===== config.mk =====
export PLATFORM = sky130hd
export DESIGN_NAME = sign_minmax_ctrl
export DESIGN_NICKNAME = d
export VERILOG_FILES = /design/src/rtl/sign_cmp_pkg.sv /design/src/rtl/sign_cmp.sv /design/src/rtl/sign_minmax_ctrl.sv
export SDC_FILE = /design/constraint.sdc
export NUM_CORES = 1
export LEC_CHECK = 0
export CORE_ASPECT_RATIO = 1.5
export CORE_MARGIN = 8
export CORE_UTILIZATION = 50
export CTS_CLUSTER_SIZE = 14
export DETAILED_ROUTE_END_ITERATION = 10
export MAX_ROUTING_LAYER = met4
export PLACE_DENSITY = 0.77
export SYNTH_ARGS = -nofsm -noshare
export SYNTH_HDL_FRONTEND = slang
export SYNTH_SLANG_ARGS = --single-unit

===== constraint.sdc =====
create_clock -name clk -period 7.6 [get_ports clk]
set_clock_uncertainty 0.2 [all_clocks]
set_input_delay 0.76 -clock clk [delete_from_list [all_inputs] [get_ports clk]]
set_output_delay 0.76 -clock clk [all_outputs]
set_load 0.03 [all_outputs]

===== src/rtl/sign_cmp_pkg.sv =====
// Shared definitions for the signed min/max controller: comparator result codes and FSM states.
package sign_cmp_pkg;

    localparam logic [1:0] CMP_EQ = 2'b01;
    localparam logic [1:0] CMP_GT = 2'b10;
    localparam logic [1:0] CMP_LT = 2'b11;

    typedef enum logic [2:0] {
        StIdle   = 3'd0,
        StLoad   = 3'd1,
        StCmpMax = 3'd2,
        StCmpMin = 3'd3,
        StFin    = 3'd4
    } state_e;

endpackage


===== src/rtl/sign_cmp.sv =====
// Combinational two's-complement comparator producing a 2-bit result code for A versus B.
module sign_cmp
    import sign_cmp_pkg::*;
#(
    parameter int unsigned WIDTH = 4
) (
    input  logic [WIDTH-1:0] a,
    input  logic [WIDTH-1:0] b,
    output logic [1:0]       c
);

    always_comb begin
        c = CMP_EQ;
        if (a[WIDTH-1] != b[WIDTH-1]) begin
            // Differing signs: the non-negative operand is the larger one.
            c = a[WIDTH-1] ? CMP_LT : CMP_GT;
        end else if (a > b) begin
            c = CMP_GT;
        end else if (a < b) begin
            c = CMP_LT;
        end
    end

endmodule


===== src/rtl/sign_minmax_ctrl.sv =====
// Frame min/max tracker: accepts FRAME_LEN signed samples and reports extremes with earliest indices,
// sharing one comparator between the max and min checks.
module sign_minmax_ctrl
    import sign_cmp_pkg::*;
#(
    parameter int unsigned WIDTH     = 4,
    parameter int unsigned FRAME_LEN = 8,
    parameter int unsigned IDX_W     = (FRAME_LEN > 1) ? $clog2(FRAME_LEN) : 1
) (
    input  logic             clk,
    input  logic             rst_n,
    input  logic             start,
    input  logic             in_valid,
    input  logic [WIDTH-1:0] in_data,
    output logic             in_ready,
    output logic             busy,
    output logic             done,
    output logic [WIDTH-1:0] max_out,
    output logic [WIDTH-1:0] min_out,
    output logic [IDX_W-1:0] max_idx,
    output logic [IDX_W-1:0] min_idx
);

    localparam logic [IDX_W-1:0] LastIdx = IDX_W'(FRAME_LEN - 1);

    state_e           state_q, state_d;
    logic [IDX_W-1:0] cnt_q, cnt_d;
    logic [WIDTH-1:0] samp_q, samp_d;
    logic [WIDTH-1:0] max_q, max_d;
    logic [WIDTH-1:0] min_q, min_d;
    logic [IDX_W-1:0] max_idx_q, max_idx_d;
    logic [IDX_W-1:0] min_idx_q, min_idx_d;

    logic [WIDTH-1:0] cmp_b;
    logic [1:0]       cmp_c;

    // The single comparator sees the running min only while in the min-check state.
    assign cmp_b = (state_q == StCmpMin) ? min_q : max_q;

    sign_cmp #(
        .WIDTH(WIDTH)
    ) u_cmp (
        .a(samp_q),
        .b(cmp_b),
        .c(cmp_c)
    );

    always_comb begin
        state_d   = state_q;
        cnt_d     = cnt_q;
        samp_d    = samp_q;
        max_d     = max_q;
        min_d     = min_q;
        max_idx_d = max_idx_q;
        min_idx_d = min_idx_q;

        case (state_q)
            StIdle: begin
                if (start) begin
                    state_d   = StLoad;
                    cnt_d     = '0;
                    max_d     = '0;
                    min_d     = '0;
                    max_idx_d = '0;
                    min_idx_d = '0;
                end
            end
            StLoad: begin
                if (in_valid) begin
                    samp_d = in_data;
                    if (cnt_q == '0) begin
                        max_d     = in_data;
                        min_d     = in_data;
                        max_idx_d = '0;
                        min_idx_d = '0;
                        if (FRAME_LEN == 1) begin
                            state_d = StFin;
                        end else begin
                            cnt_d = cnt_q + IDX_W'(1);
                        end
                    end else begin
                        state_d = StCmpMax;
                    end
                end
            end
            StCmpMax: begin
                if (cmp_c == CMP_GT) begin
                    max_d     = samp_q;
                    max_idx_d = cnt_q;
                end
                state_d = StCmpMin;
            end
            StCmpMin: begin
                if (cmp_c == CMP_LT) begin
                    min_d     = samp_q;
                    min_idx_d = cnt_q;
                end
                if (cnt_q == LastIdx) begin
                    state_d = StFin;
                end else begin
                    cnt_d   = cnt_q + IDX_W'(1);
                    state_d = StLoad;
                end
            end
            StFin: begin
                state_d = StIdle;
            end
            default: begin
                state_d = StIdle;
            end
        endcase
    end

    always_ff @(posedge clk or negedge rst_n) begin
        if (!rst_n) begin
            state_q   <= StIdle;
            cnt_q     <= '0;
            samp_q    <= '0;
            max_q     <= '0;
            min_q     <= '0;
            max_idx_q <= '0;
            min_idx_q <= '0;
        end else begin
            state_q   <= state_d;
            cnt_q     <= cnt_d;
            samp_q    <= samp_d;
            max_q     <= max_d;
            min_q     <= min_d;
            max_idx_q <= max_idx_d;
            min_idx_q <= min_idx_d;
        end
    end

    assign in_ready = (state_q == StLoad);
    assign busy     = (state_q != StIdle);
    assign done     = (state_q == StFin);
    assign max_out  = max_q;
    assign min_out  = min_q;
    assign max_idx  = max_idx_q;
    assign min_idx  = min_idx_q;

endmodule


==> metrics.cfg <==
[clock_tree]
cts_tree = done
cts.reportedPaths.clkPinSlew_ns = 0.08
clkLatencyLatePin_ns = 0.27
cts_resized = 0
post-cts-setup-buffer-count = 0
h-tree-depth = 1
clock_sinks = 24
cts_root_buf = clkbuf_8
clockBufferDepth = 2
hold_buffers = 0
cts_buffers = 3

[layout]
drive_gt1_share_pct = 14.7
multiInputGateArea_um2 = 686
design_area_um2 = 1670
final_cell_mix = dfrtp_1 (24), clkdlybuf4s50_1 (24), nand2_1 (14), mux2_2 (12), a22o_1 (11)
fillers = 208
area_delta_synth_final_pct = 23.9
nets = 166
final-seq-area_um2 = 601
diodes = 0

[timing]
timing.hold.ws_ns = 0.317
final_max_slew_viol_count = 0
fmaxAchievable_mhz = 296
final.setup.tns_ns = 0
finalSetupViolations = 0
slew_headroom_pct = 25.1
report.final.hold_viol_count = 0
post-route-min-period_ns = 3.37
rsz0062_at_grt = false
finalCritPeriodShare_pct = 44.4
worst_slew_pin_slew_ns = 1.12

[critical_path]
worstSetupPathType = reg -> out
crit_path_cell_trace = inv_1 -> nand2_1 -> nor2_1 -> clkdlybuf4s50_1
crit_arrival_ns = 2.41
cp-end-kind = output pin
slowest_delay_ns = 0.80
critPathLaunchType = flop
reg2reg_depth = 10
reg2reg_slack_ns = 4.30
required_ns = 6.64
slowest_stage = clkdlybuf4s50_1
crit_fanout = 9
r2r_start = state_q[0]$_DFFE_PN0P_
worstReg2RegEnd = max_out[0]$_DFFE_PN0P_
cp.depth = 4
critPathTopFamily = buffers and inverters
crit_buf_inv = 2

[placed_design]
numPortBuffers = 24
post-dp-hpwl_um = 2280
finalWeightedCongestion = 0.916
placed_area_um2 = 1610

[global_route]
grt_max_degree = 25
first_global_vias = 1079
grt_usage_pct = 14.1
grt_pass1_wl_um = 4990
overflow = 0
antenna_found_initial = 0

[route]
ant_nets = 0
dr.pass1.iters = 4
vias = 1037
drc = 0
wl_um = 3030
routed_via_density = 5.55
drt-wirelength-per-cell_um = 16.2
drt_iter0_markers = 18

[pwr]
leakage_nw = 0.767
power_uw = 769
seqPwrFrac_pct = 30.7
p_switching_uw = 341
p_comb_share_pct = 58.1
pwr-share-clk_pct = 11.3
p_int_uw = 428
ir_drop_uv = 285
switching_share_pct = 44.3
power.density_nw_per_um2 = 461

[die]
num_rows = 23
num_io_pins = 25
start_util_pct = 51.4
die_x_um = 58.4
coreArea_um2 = 2620
die_h_um = 79.6
die_area_um2 = 4640

[run_status]
run_status = complete, no violations

[synthesis]
postSynthAreaPerCell_um2 = 10.8
synthCells = 125
synth_nets = 140
ys_seq_area_share_pct = 44.6
ys_ff_latch = 24
yosys_warnings = 0
synth.lib_cells_used.distinct = 33
synth_area_um2 = 1350

[min_path]
hp-start = min_idx[0]$_DFFE_PN0P_
whs_endpoint = min_idx[0]$_DFFE_PN0P_
hold-path-cell-count = 1
hp-class = reg -> reg

[flow_run]
maxCapViolCount = 0

==> through the flow <==
| stage | instances | util [%] | worst slack (ns) |
|---|---|---|---|
| floorplan | 125 | - | 4.77 |
| global placement | 183 | 61.6 | 4.42 |
| detailed placement | 183 | 61.6 | 4.34 |
| CTS | 187 | 63.7 | 4.20 |
| global route | 187 | 63.7 | 4.12 |
| finish | 187 | 63.7 | 4.23 |
==> cell usage after synthesis <==
cell	n	share of area [%]
a21o_1	1	0.56
a21oi_1	4	1.5
a221o_1	1	0.74
a22o_1	11	7.2
a311oi_1	1	0.65
and2_1	1	0.46
and3_1	2	0.93
buf_2	1	0.37
buf_6	1	0.84
clkbuf_1	1	0.28
dfrtp_1	24	45
ha_1	7	6.5
inv_1	9	2.5
inv_4	1	0.46
mux2_2	12	10
mux2i_1	6	4.5
nand2_1	14	3.9
nand2b_1	1	0.46
nand3_1	3	1.1
nand3b_1	1	0.56
nor2_1	4	1.1
nor2_2	1	0.46
nor2b_1	1	0.46
nor3_1	2	0.74
nor3_4	1	1.2
o211ai_1	1	0.56
o211ai_4	1	1.6
o21a_1	1	0.56
o21ai_0	6	2.2
o21ai_2	2	1.3
o22ai_1	1	0.46
o311a_1	1	0.74
or2_1	1	0.46
==> how the worst max path moves through the flow <==
stage	startpoint	to	slack, ns
2_1_floorplan	state_q[0]$_DFFE_PN0P_	max_out[0]$_DFFE_PN0P_	4.77
3_3_place_gp	state_q[0]$_DFFE_PN0P_	max_out[2]$_DFFE_PN0P_	4.42
3_5_place_dp	state_q[0]$_DFFE_PN0P_	max_out[0]$_DFFE_PN0P_	4.34
4_1_cts	state_q[2]$_DFFE_PN0P_	in_ready	4.20
5_1_grt	state_q[2]$_DFFE_PN0P_	in_ready	4.12
6_report	state_q[2]$_DFFE_PN0P_	in_ready	4.23
==> power by group through the flow <==
stage | sequential [mW] | combinational [mW] | clock [mW]
6_report | 0.236 | 0.447 | 0.0866
4_1_cts | 0.235 | 0.450 | 0.0883
2_1_floorplan | 0.273 | 0.276 | 0
3_5_place_dp | 0.237 | 0.447 | 0
5_1_grt | 0.243 | 0.488 | 0.0924
3_3_place_gp | 0.236 | 0.437 | 0
==> layer usage <==
metal	vias up	track usage [%]	share of wire [%]
li1	498	-	-
met1	507	15.7	42
met2	26	23.7	51
met3	6	2.58	4.6
met4	0	6.16	2.1
met5	-	-	0
==> registers in the layout, indices dropped and copies added, names as in the netlist <==
name / flops
max_idx: 3
samp_q: 4
state_q: 3
cnt_q: 3
min_out: 4
max_out: 4
min_idx: 3
==> area by class of cell <==
type / instances / share of cell area [%]
clock buffers: 4 / 3.30
multi-input cells: 88 / 41.1
flip-flops and latches: 24 / 36.0
inverters: 10 / 2.40
repair buffers: 24 / 14.4
well taps: 37 / 2.78
==> cell families after synthesis <==
group / count (synthesis) / synth area share [%]
and+or+nand+nor: 32 / 11.9
AOI/OAI and AO/OA: 31 / 18.0
DFF: 24 / 44.6
muxes: 18 / 14.5
buffers and inverters: 13 / 4.46
adders and majority gates: 7 / 6.51
No activity file was read; power rests on OpenSTA's default activity.
